**src/rtl/pill_pkg.sv**
```systemverilog
// Shared definitions for the bottling line: plant state encoding, BCD
// display saturation limits, jitter LFSR seed/taps, controller encoding.
package pill_pkg;

    // Plant state encoding, also driven on plant_state for the display mux
    localparam logic [2:0] ST_IDLE     = 3'd0;
    localparam logic [2:0] ST_DISPENSE = 3'd1;
    localparam logic [2:0] ST_SWITCH   = 3'd2;
    localparam logic [2:0] ST_EMPTY    = 3'd3;
    localparam logic [2:0] ST_JAMMED   = 3'd4;

    // Bottling controller state encoding, kept here so both sides agree
    localparam logic [1:0] CTRL_IDLE   = 2'd0;
    localparam logic [1:0] CTRL_FILL   = 2'd1;
    localparam logic [1:0] CTRL_SWITCH = 2'd2;
    localparam logic [1:0] CTRL_FAULT  = 2'd3;

    // Counters saturate at the largest value the BCD displays can show
    localparam logic [9:0] FILL_LIMIT   = 10'd999;
    localparam logic [6:0] BOTTLE_LIMIT = 7'd99;

    // Jitter LFSR: x^8+x^6+x^5+x^4+1, shifting left, feedback into bit 0
    localparam logic [7:0] LFSR_SEED = 8'h01;
    localparam logic [7:0] LFSR_TAPS = 8'hB8;

    function automatic logic [7:0] lfsr8_next(input logic [7:0] s);
        return {s[6:0], ^(s & LFSR_TAPS)};
    endfunction

endpackage

```
**src/rtl/pill_plant_sim_if.sv**
```systemverilog
// Controller/switch-side bundle of the plant model. The master drives the
// requests and faults, the slave (the plant) drives the sensor outputs.
interface pill_plant_sim_if;

    logic       run;
    logic       switch_req;
    logic       refill;
    logic       starve;
    logic       jam;
    logic       hopper_level;
    logic       conveyor_signal;
    logic       bottle_busy;
    logic [7:0] pills_left;
    logic [9:0] fill_cnt;
    logic [6:0] bottles_out;
    logic [2:0] plant_state;

    modport master (
        output run, switch_req, refill, starve, jam,
        input  hopper_level, conveyor_signal, bottle_busy,
        input  pills_left, fill_cnt, bottles_out, plant_state
    );

    modport slave (
        input  run, switch_req, refill, starve, jam,
        output hopper_level, conveyor_signal, bottle_busy,
        output pills_left, fill_cnt, bottles_out, plant_state
    );

endinterface

```
**src/rtl/pill_lfsr8.sv**
```systemverilog
// 8-bit Fibonacci LFSR used to jitter the pill drop period; advances once
// per enable, reseeds on clr.
module pill_lfsr8
    import pill_pkg::*;
(
    input  logic       clk_1khz,
    input  logic       clr,
    input  logic       enable,
    output logic [7:0] state
);

    // Step the sequence on each enabled cycle
    always_ff @(posedge clk_1khz) begin
        if (clr)
            state <= LFSR_SEED;
        else if (enable)
            state <= lfsr8_next(state);
    end

endmodule

```
**src/rtl/pill_plant_sim.sv**
```systemverilog
// Plant model for the bottling line: hopper gate (drop pulses, pill count)
// and bottle conveyor (switch travel, jam handling). All outputs registered.
// Optional macro PLANT_JITTER_EN: drop period = DROP_PERIOD_MS-64+lfsr[6:0].
module pill_plant_sim
    import pill_pkg::*;
#(
    parameter int unsigned DROP_PERIOD_MS = 1000,
    parameter int unsigned PULSE_MS       = 10,
    parameter int unsigned HOPPER_CAP     = 200,
    parameter int unsigned SWITCH_MS      = 2000
)
(
    input  logic             clk_1khz,
    input  logic             clr,
    pill_plant_sim_if.slave  bus
);

    localparam int unsigned TW  = $clog2(DROP_PERIOD_MS + 64);
    localparam int unsigned SWW = $clog2(SWITCH_MS + 1);
    localparam int unsigned PW  = $clog2(PULSE_MS + 1);

    logic [2:0]     state_q;
    logic [TW-1:0]  drop_timer_q;
    logic [TW-1:0]  period_m1;
    logic [SWW-1:0] travel_q;
    logic [PW-1:0]  pulse_cnt_q;
    logic           hopper_q;
    logic           conveyor_q;
    logic           busy_q;
    logic [7:0]     pills_q;
    logic [7:0]     pills_next;
    logic [9:0]     fill_q;
    logic [6:0]     bottles_q;
    logic           drop_fire;
    logic           enter_switch;
    logic           switch_done;

`ifdef PLANT_JITTER_EN
    logic [7:0] lfsr;

    pill_lfsr8 u_lfsr (
        .clk_1khz (clk_1khz),
        .clr      (clr),
        .enable   (drop_fire),
        .state    (lfsr)
    );

    // Period only changes on a drop, when the timer restarts from zero
    always_comb period_m1 = TW'(DROP_PERIOD_MS - 65) + TW'(lfsr[6:0]);
`else
    // Fixed drop period
    always_comb period_m1 = TW'(DROP_PERIOD_MS - 1);
`endif

    // Event decode: a switch request beats a drop due in the same cycle,
    // and leaving DISPENSE (run low) also cancels it
    always_comb begin
        enter_switch = bus.switch_req &&
                       (state_q == ST_IDLE || state_q == ST_DISPENSE);
        drop_fire    = (state_q == ST_DISPENSE) && bus.run && !bus.switch_req &&
                       (drop_timer_q == period_m1) && !bus.starve;
        switch_done  = ((state_q == ST_SWITCH) && (travel_q == '0) && !bus.jam) ||
                       ((state_q == ST_JAMMED) && !bus.jam);
    end

    // Hopper count after this cycle's refill and/or drop
    always_comb begin
        pills_next = bus.refill ? 8'(HOPPER_CAP) : pills_q;
        if (drop_fire)
            pills_next = pills_next - 8'd1;
    end

    // Main plant state machine with drop timer and switch travel counter
    always_ff @(posedge clk_1khz) begin
        if (clr) begin
            state_q      <= ST_IDLE;
            drop_timer_q <= '0;
            travel_q     <= '0;
        end else begin
            case (state_q)
                ST_IDLE: begin
                    if (bus.switch_req) begin
                        state_q  <= ST_SWITCH;
                        travel_q <= SWW'(SWITCH_MS - 1);
                    end else if (bus.run) begin
                        state_q      <= ST_DISPENSE;
                        drop_timer_q <= '0;
                    end
                end
                ST_DISPENSE: begin
                    if (bus.switch_req) begin
                        state_q  <= ST_SWITCH;
                        travel_q <= SWW'(SWITCH_MS - 1);
                    end else if (!bus.run) begin
                        state_q <= ST_IDLE;
                    end else if (drop_fire) begin
                        drop_timer_q <= '0;
                        if (pills_next == 8'd0)
                            state_q <= ST_EMPTY;
                    end else if (drop_timer_q != period_m1) begin
                        // holds at period-1 while starved
                        drop_timer_q <= drop_timer_q + 1'b1;
                    end
                end
                ST_SWITCH: begin
                    if (travel_q == '0) begin
                        if (bus.jam) begin
                            state_q <= ST_JAMMED;
                        end else if (bus.run) begin
                            state_q      <= ST_DISPENSE;
                            drop_timer_q <= '0;
                        end else begin
                            state_q <= ST_IDLE;
                        end
                    end else begin
                        travel_q <= travel_q - 1'b1;
                    end
                end
                ST_EMPTY: begin
                    if (bus.refill)
                        state_q <= ST_IDLE;
                end
                ST_JAMMED: begin
                    if (!bus.jam)
                        state_q <= ST_IDLE;
                end
                default: state_q <= ST_IDLE;
            endcase
        end
    end

    // Hopper pulse: once started it runs its full width regardless of state
    always_ff @(posedge clk_1khz) begin
        if (clr) begin
            hopper_q    <= 1'b0;
            pulse_cnt_q <= '0;
        end else if (drop_fire) begin
            hopper_q    <= 1'b1;
            pulse_cnt_q <= PW'(PULSE_MS - 1);
        end else if (hopper_q) begin
            if (pulse_cnt_q == '0)
                hopper_q <= 1'b0;
            else
                pulse_cnt_q <= pulse_cnt_q - 1'b1;
        end
    end

    // Pill, fill and bottle counters
    always_ff @(posedge clk_1khz) begin
        if (clr) begin
            pills_q   <= 8'(HOPPER_CAP);
            fill_q    <= '0;
            bottles_q <= '0;
        end else begin
            pills_q <= pills_next;
            if (switch_done)
                fill_q <= '0;
            else if (drop_fire && fill_q != FILL_LIMIT)
                fill_q <= fill_q + 10'd1;
            if (switch_done && bottles_q != BOTTLE_LIMIT)
                bottles_q <= bottles_q + 7'd1;
        end
    end

    // Conveyor status: bottle leaves on switch entry, returns on completion
    always_ff @(posedge clk_1khz) begin
        if (clr) begin
            conveyor_q <= 1'b1;
            busy_q     <= 1'b0;
        end else if (enter_switch) begin
            conveyor_q <= 1'b0;
            busy_q     <= 1'b1;
        end else if (switch_done) begin
            conveyor_q <= 1'b1;
            busy_q     <= 1'b0;
        end
    end

    assign bus.hopper_level    = hopper_q;
    assign bus.conveyor_signal = conveyor_q;
    assign bus.bottle_busy     = busy_q;
    assign bus.pills_left      = pills_q;
    assign bus.fill_cnt        = fill_q;
    assign bus.bottles_out     = bottles_q;
    assign bus.plant_state     = state_q;

endmodule
```
**src/flat_wrapper.sv**
```systemverilog
// flat-port wrapper written by rule: the top's interface ports become plain ports
module pill_plant_sim_flat import pill_pkg::*;
#(
    parameter int unsigned DROP_PERIOD_MS = 1000,
    parameter int unsigned PULSE_MS       = 10,
    parameter int unsigned HOPPER_CAP     = 200,
    parameter int unsigned SWITCH_MS      = 2000
)
  (clk_1khz, clr, bus_run, bus_switch_req, bus_refill, bus_starve, bus_jam, bus_hopper_level, bus_conveyor_signal, bus_bottle_busy, bus_pills_left, bus_fill_cnt, bus_bottles_out, bus_plant_state);
  pill_plant_sim_if bus_i ();
  input  logic clk_1khz;
  input  logic clr;
  input wire logic [$bits(bus_i.run)-1:0] bus_run;
  input wire logic [$bits(bus_i.switch_req)-1:0] bus_switch_req;
  input wire logic [$bits(bus_i.refill)-1:0] bus_refill;
  input wire logic [$bits(bus_i.starve)-1:0] bus_starve;
  input wire logic [$bits(bus_i.jam)-1:0] bus_jam;
  output wire logic [$bits(bus_i.hopper_level)-1:0] bus_hopper_level;
  output wire logic [$bits(bus_i.conveyor_signal)-1:0] bus_conveyor_signal;
  output wire logic [$bits(bus_i.bottle_busy)-1:0] bus_bottle_busy;
  output wire logic [$bits(bus_i.pills_left)-1:0] bus_pills_left;
  output wire logic [$bits(bus_i.fill_cnt)-1:0] bus_fill_cnt;
  output wire logic [$bits(bus_i.bottles_out)-1:0] bus_bottles_out;
  output wire logic [$bits(bus_i.plant_state)-1:0] bus_plant_state;
  assign bus_i.run = bus_run;
  assign bus_i.switch_req = bus_switch_req;
  assign bus_i.refill = bus_refill;
  assign bus_i.starve = bus_starve;
  assign bus_i.jam = bus_jam;
  assign bus_hopper_level = bus_i.hopper_level;
  assign bus_conveyor_signal = bus_i.conveyor_signal;
  assign bus_bottle_busy = bus_i.bottle_busy;
  assign bus_pills_left = bus_i.pills_left;
  assign bus_fill_cnt = bus_i.fill_cnt;
  assign bus_bottles_out = bus_i.bottles_out;
  assign bus_plant_state = bus_i.plant_state;
  pill_plant_sim #(.DROP_PERIOD_MS(DROP_PERIOD_MS), .PULSE_MS(PULSE_MS), .HOPPER_CAP(HOPPER_CAP), .SWITCH_MS(SWITCH_MS)) u_core (.clk_1khz(clk_1khz), .clr(clr), .bus(bus_i));
endmodule
```
**config.mk**
```make
export PLATFORM = sky130hd
export DESIGN_NAME = pill_plant_sim_flat
export DESIGN_NICKNAME = d
export VERILOG_FILES = /design/src/rtl/pill_pkg.sv /design/src/rtl/pill_plant_sim_if.sv /design/src/rtl/pill_lfsr8.sv /design/src/rtl/pill_plant_sim.sv /design/src/flat_wrapper.sv
export SDC_FILE = /design/constraint.sdc
export NUM_CORES = 1
export LEC_CHECK = 0
export CORE_MARGIN = 3
export CORE_UTILIZATION = 50
export CTS_CLUSTER_DIAMETER = 50
export DETAILED_ROUTE_END_ITERATION = 10
export GPL_TIMING_DRIVEN = 0
export PLACE_DENSITY = 0.7
export SLEW_MARGIN = 40
export SYNTH_ARGS = -nofsm -noshare
export SYNTH_HDL_FRONTEND = slang
export SYNTH_SLANG_ARGS = --single-unit
```
**constraint.sdc**
```tcl
create_clock -name clk_1khz -period 6.05 [get_ports clk_1khz]
set_input_delay 0.9075 -clock clk_1khz [delete_from_list [all_inputs] [get_ports clk_1khz]]
set_output_delay 0.9075 -clock clk_1khz [all_outputs]
set_load 0.02 [all_outputs]
```
[Word-level counts from Yosys, hierarchy flattened]
Index checks and enable logic that the tools add are counted.
Operators by class
  add/subtract/negate cells: 6
  equal/unequal tests: 22
  mux-type cells: 36
  bitwise operators: 1
  reductions and logical operators: 31
Operators with widths (number)
  $mux W11: 10
  $pmux W11 S3: 1
  $mux W3: 10
  $pmux W11 S2: 1
  $mux W8: 2
  $ne A2 B2 Y1 const B: 8
  $pmux W3 S5: 1
  $mux W4: 3
  $add A11 B1 Y11 const B: 1
  $eq A11 B10 Y1 const B: 1
  $logic_not A11 Y1: 1
  $ne A11 B10 Y1 const B: 1
  $sub A11 B1 Y11 const B: 1
  $add A10 B1 Y10 const B: 1
  $logic_and A1 B1 Y1: 10
  $ne A10 B10 Y1 const B: 1
  $logic_not A8 Y1: 1
  $mux W1: 8
  $sub A8 B1 Y8 const B: 1
  $add A7 B1 Y7 const B: 1
  $ne A7 B7 Y1 const B: 1
  $reduce_and A7 Y1: 1
  $eq A3 B2 Y1 const B: 2
  $reduce_and A6 Y1: 1
  other kinds (18): 27
Storage, ports and cells
  register bits: 57
  input port bits: 7
  output and inout port bits: 31
  word-level logic and storage cells: 107

[Logic depth before layout (Yosys ltp)]
  word-level depth: 12
  depth in mapped cells: 9
  gate-level depth less buffers: 7

[Worst setup path after synthesis]
OpenSTA, ideal clock, no wires.
  kind: input-to-reg
  from: input port bus_refill
  to: register u_core.pills_q[6] (netlist: u_core.bus.pills_left[6])
  library setup time: 0.062 ns
  arrival time: 2.530 ns
  path slack: 3.458 ns
  stages: 7
  path buffers: 1
  cells stage by stage: clkbuf_1 > nand2b_1 > ha_1 > inv_1 > or4_1 > or4_1 > nand3_1
Between the ends
  word-level cells in the longest chain between the ends: 3
Ends and longest elaborated chain
  from (decl): line flat_wrapper.sv:15  | input wire logic [$bits(bus_i.refill)-1:0] bus_refill;
  $mux W8 (*): line pill_plant_sim.sv:68  | pills_next = bus.refill ? 8'(HOPPER_CAP) : pills_q;
  $sub A8 B1 Y8: line pill_plant_sim.sv:70  | pills_next = pills_next - 8'd1;
  $mux W8 (*): line pill_plant_sim.sv:69  | if (drop_fire)
  to (signal assigned): line pill_plant_sim.sv:151  | pills_q <= 8'(HOPPER_CAP);
  to (signal assigned): line pill_plant_sim.sv:155  | pills_q <= pills_next;
  to (decl): line pill_plant_sim.sv:30  | logic [7:0] pills_q;
Every way passes the cells marked *; elsewhere a longest branch is shown, timed or not.
A chain may end at the register's enable or synchronous reset.

[Worst setup path after layout]
  from: input port bus_run
  to: register u_core.drop_timer_q[1]
Between the ends
  word-level cells in the longest chain between the ends: 8
  elaborated cells between the ends (all ways): 15
Ends and longest elaborated chain
  from (decl): line flat_wrapper.sv:13  | input wire logic [$bits(bus_i.run)-1:0] bus_run;
  $logic_and A1 B1 Y1 (3 in a row): line pill_plant_sim.sv:60  | drop_fire = (state_q == ST_DISPENSE) && bus.run && !bus.switch_req &&
  $logic_and A1 B1 Y1: line pill_plant_sim.sv:61  | (drop_timer_q == period_m1) && !bus.starve;
  $mux W11: line pill_plant_sim.sv:96  | end else if (drop_fire) begin
  $mux W11: line pill_plant_sim.sv:94  | end else if (!bus.run) begin
  $mux W11: line pill_plant_sim.sv:91  | if (bus.switch_req) begin
  $pmux W11 S3: line pill_plant_sim.sv:80  | case (state_q)
  to (signal assigned): line pill_plant_sim.sv:102  | drop_timer_q <= drop_timer_q + 1'b1;
  to (decl): line pill_plant_sim.sv:23  | logic [TW-1:0] drop_timer_q;
Several ways; a longest one is shown, not always the timed one. The select of a mux whose other input is x is not followed.

==> results.md <==
* Post-route standard cell area excluding fillers at 3650 sq um
* Critical path startpoint category: input port
* Detailed Place HPWL at 5033 um
* Pre-antenna DRT Iters at 4
* Register bit count reported by yosys at 57
* Count of clock tree sinks at 57
* Rows at 27
* Top-area cell type share of the netlist area at 38.08%
* Capture point of the critical path: u_core.drop_timer_q[1]
* Worst path setup slack after routing at 3240 ps
* Instance count of the mapped netlist at 347
* Setup-violating endpoint count in the final report at 0
* Maximum clock skew at final layout at 10.74 ps
* Postcts setup bufs at 0
* Chip height at 83.42 um
* Cell types with the largest area share after synthesis: dfxtp_1 38%, xnor2_1 7.3%, nor2_1 4.6%
* Highest Clock Rate at 0.3559 GHz
* Share of final-layout standard cells stronger than drive strength 1 at 8.291%
* Width of the die at 83.42 um
* Antenna violations before repair at 0
* RD Place Congestion at 0.8828
* Synthesized cell area at 2997 sq um
* Main synth FF type: dfxtp_1
* Layout Nets at 406
* Clk buf depth at 2
* Ordered cell list for the critical path: clkdlybuf4s50_1 > nand2b_1 > nor4_1 > a21boi_0 > o21ai_0 > buf_2 > nor3b_1
* Post-synthesis async set-or-reset flop share at 0%
* Skew-Pair Late Insertion Delay at 340 ps
* Total congestion overflow after global routing at 0
* Count of cells resized by post-cts repair at 0
* Clock-pin slew on the worst setup and hold paths at 60 ps
* Maximum level of the CTS H-tree at 3
* Cell type with the highest aggregate area in the netlist: dfxtp_1
* Biggest fanout along the worst timing path at 10
* Clock tree from TritonCTS: done
* Outcome: finished clean
* Number of buffers added by the clock tree synthesis step at 9
* Max_slew headroom at 51.46%
* Maximum number of pins on one net before global-route repair at 11
* Core Box Area at 5642 sq um
* Detailed Route WL at 7033 um
* Average via count per standard cell at 5.762
* Aggregate negative setup slack at 0 ps
* Distinct cells, synth at 59
* Net count of the mapped netlist at 360
* Worst setup EP type: register
* Worst Reg2Reg Path Length in Cells at 8
* Global Route Usage Sum at 20.89%
* Placed instance area at 3442 sq um
* Worst slack, placed at 2935 ps
* Total via count after detailed routing at 2708
* Delay of the slowest critical-path stage at 580 ps
* Endpoint of the worst register-to-register path: u_core.bus.fill_cnt[6]
* Final cycle utilization of the critical path at 46.44%
* Unrepaired setup endpoints after global routing: no
* Hold WC Path Type: reg2reg
* Number of I/O pins at 38
* Number of max-cap violations at 0
* Initial detailed-routing violation count at 138
* Endpoints failing hold at 0
* Max-slew violations at 0
* Crit path kind: in2reg
* Number of synthesized flops with an enable pin at 0
* Number of buffers inserted by hold repair at cts at 0
* Arrival time at the worst endpoint at 3020 ps
* Sequential element share of the synthesized area at 38.08%
* Synth warn at 0
* Remaining number of nets flagged by the antenna check after routing at 0
* Initial standard-cell utilization of the core at 53.12%
* Minimum setup slack among reg-to-reg paths at 3590 ps
* P_leak at 1.245 nW
* Count of unresolved DRC violations after routing at 0
* Ratio of total power to cell area at 313.4 nW/um^2
* Number of antenna cells inserted at 0
* # port buffers at 35
* Highest-delay cell along the critical path: clkdlybuf4s50_1
* CP required at 6260 ps
* Maximum ir drop on the vdd rail at 0.2563 mV
* First-pass GRT wire length at 12040 um
* Launching point of the worst reg2reg path: u_core.travel_q[0]
* Final critical delay including setup and external delays at 2810 ps
* Number of global-route vias before repair at 2544
* Average wire per cell in the routed design at 14.96 um
* Critical path launch point: bus_run
* Area of the die at 6958 sq um
* Layout Area Growth over Synthesis at 21.80%
* Slew at the pin with the worst max-slew slack at 721.4 ps
* Clock root buffer master: clkbuf_8
* Average footprint of a synthesized cell at 8.636 sq um
cells by family after synthesis:
kind of cell	Yosys count	share of synthesized area, %
xor gates and xnor gates	31	9.061
DFF	57	38.08
adders and majority gates	6	2.505
AOI/OAI and AO/OA	59	13.99
buffers and inverters	25	3.507
muxes	2	0.7098
and+or+nand+nor	167	32.15
flip-flops by register name, summed over array words and instances, names as in the netlist:
| register | cells |
|---|---|
| u_core.drop_timer_q | 11 |
| u_core.travel_q | 11 |
| u_core.bus.fill_cnt | 10 |
| u_core.bus.pills_left | 8 |
| u_core.bus.bottles_out | 7 |
| u_core.pulse_cnt_q | 4 |
| u_core.bus.plant_state | 3 |
| u_core.bus.bottle_busy | 1 |
| u_core.bus.conveyor_signal | 1 |
| u_core.bus.hopper_level | 1 |
cell usage in the layout (no fill, tap or decap), types with 7 or more instances in the layout:
| cell type | count |
|---|---|
| a21oi_1 | 17 |
| xnor2_1 | 25 |
| or3_1 | 8 |
| nand4_1 | 8 |
| nor3_1 | 15 |
| o21ai_0 | 11 |
| and3_1 | 7 |
| inv_1 | 12 |
| clkbuf_1 | 10 |
| nand2_1 | 14 |
| clkdlybuf4s50_1 | 35 |
| clkbuf_8 | 12 |
| nor4_1 | 15 |
| dfxtp_1 | 57 |
| nand2b_1 | 11 |
| nor2_1 | 37 |
| nand3_1 | 15 |
| or4_1 | 7 |
worst min-delay path by stage:
| stage | from | to | slack (ps) | depth (start not counted) |
|---|---|---|---|---|
| after global routing | u_core.bus.bottle_busy | u_core.bus.bottle_busy | 500 | 2 |
| after floorplan | u_core.travel_q[10] | u_core.travel_q[10] | 450 | 2 |
| final | u_core.bus.bottle_busy | u_core.bus.bottle_busy | 470 | 2 |
| after global placement | u_core.travel_q[10] | u_core.travel_q[10] | 460 | 2 |
| after CTS | u_core.bus.bottle_busy | u_core.bus.bottle_busy | 480 | 2 |
| after detailed placement | u_core.bus.bottle_busy | u_core.bus.bottle_busy | 470 | 2 |
synthesized netlist by cell type, drive strengths merged (3+ instances only):
master / instances
nand3: 15
o21ai: 11
nor2: 37
nor3: 16
nand4: 8
o31ai: 6
xor2: 6
nor2b: 3
or4: 8
buf: 5
nor4b: 3
xnor2: 25
and4: 4
a211oi: 4
or3: 9
clkbuf: 8
nor4: 17
and3: 7
nor3b: 6
ha: 6
inv: 12
nand2b: 11
and2: 3
nand2: 15
dfxtp: 57
a21oi: 18
routing by layer:
| metal | GRT usage (%) | share of wire (%) |
|---|---|---|
| met1 | 27.92 | 47 |
| met2 | 31.78 | 46 |
| met3 | 4.365 | 4.9 |
| met4 | 10.67 | 1.8 |
| met5 | 0 | 0 |
area by class of cell:
cell class | count | area [sq um]
Inverter | 12 | 45.04
Sequential cell | 57 | 1141
Clock inverter | 2 | 35.03
Tap cell | 72 | 90.09
Clock buffer | 14 | 172.7
Fill cell | 491 | 1992
Multi-Input combinational cell | 265 | 1755
Buffer | 13 | 60.06
Timing Repair Buffer | 35 | 350.3
stage by stage:
step | instances | util (%) | hold WS [ps] | total power, mW
6_report | 470 | 64.69 | 474.1 | 1.144
5_1_grt | 470 | 64.69 | 499.9 | 1.211
3_5_place_dp | 454 | 61.01 | 465.8 | 0.7756
2_1_floorplan | 347 | - | 448.4 | 0.6917
4_1_cts | 470 | 64.69 | 476.2 | 1.146
3_3_place_gp | 454 | 60.92 | 458.3 | 0.7714
worst max-delay path: cells and delay by family:
kind,cells,cell delay (ps)
AOI/OAI and AO/OA,2,470
buffers and inverters,2,880
and+or+nand+nor,3,760
where the power goes:
part | leakage [nW] | switching [mW] | internal [mW] | total, mW
Sequential | 0.463 | 0.0353 | 0.410 | 0.446
Clock | 0.107 | 0.145 | 0.224 | 0.369
Combinational | 0.676 | 0.199 | 0.130 | 0.330
Total | 1.25 | 0.380 | 0.764 | 1.14
Power figures use the tool's default switching activity.
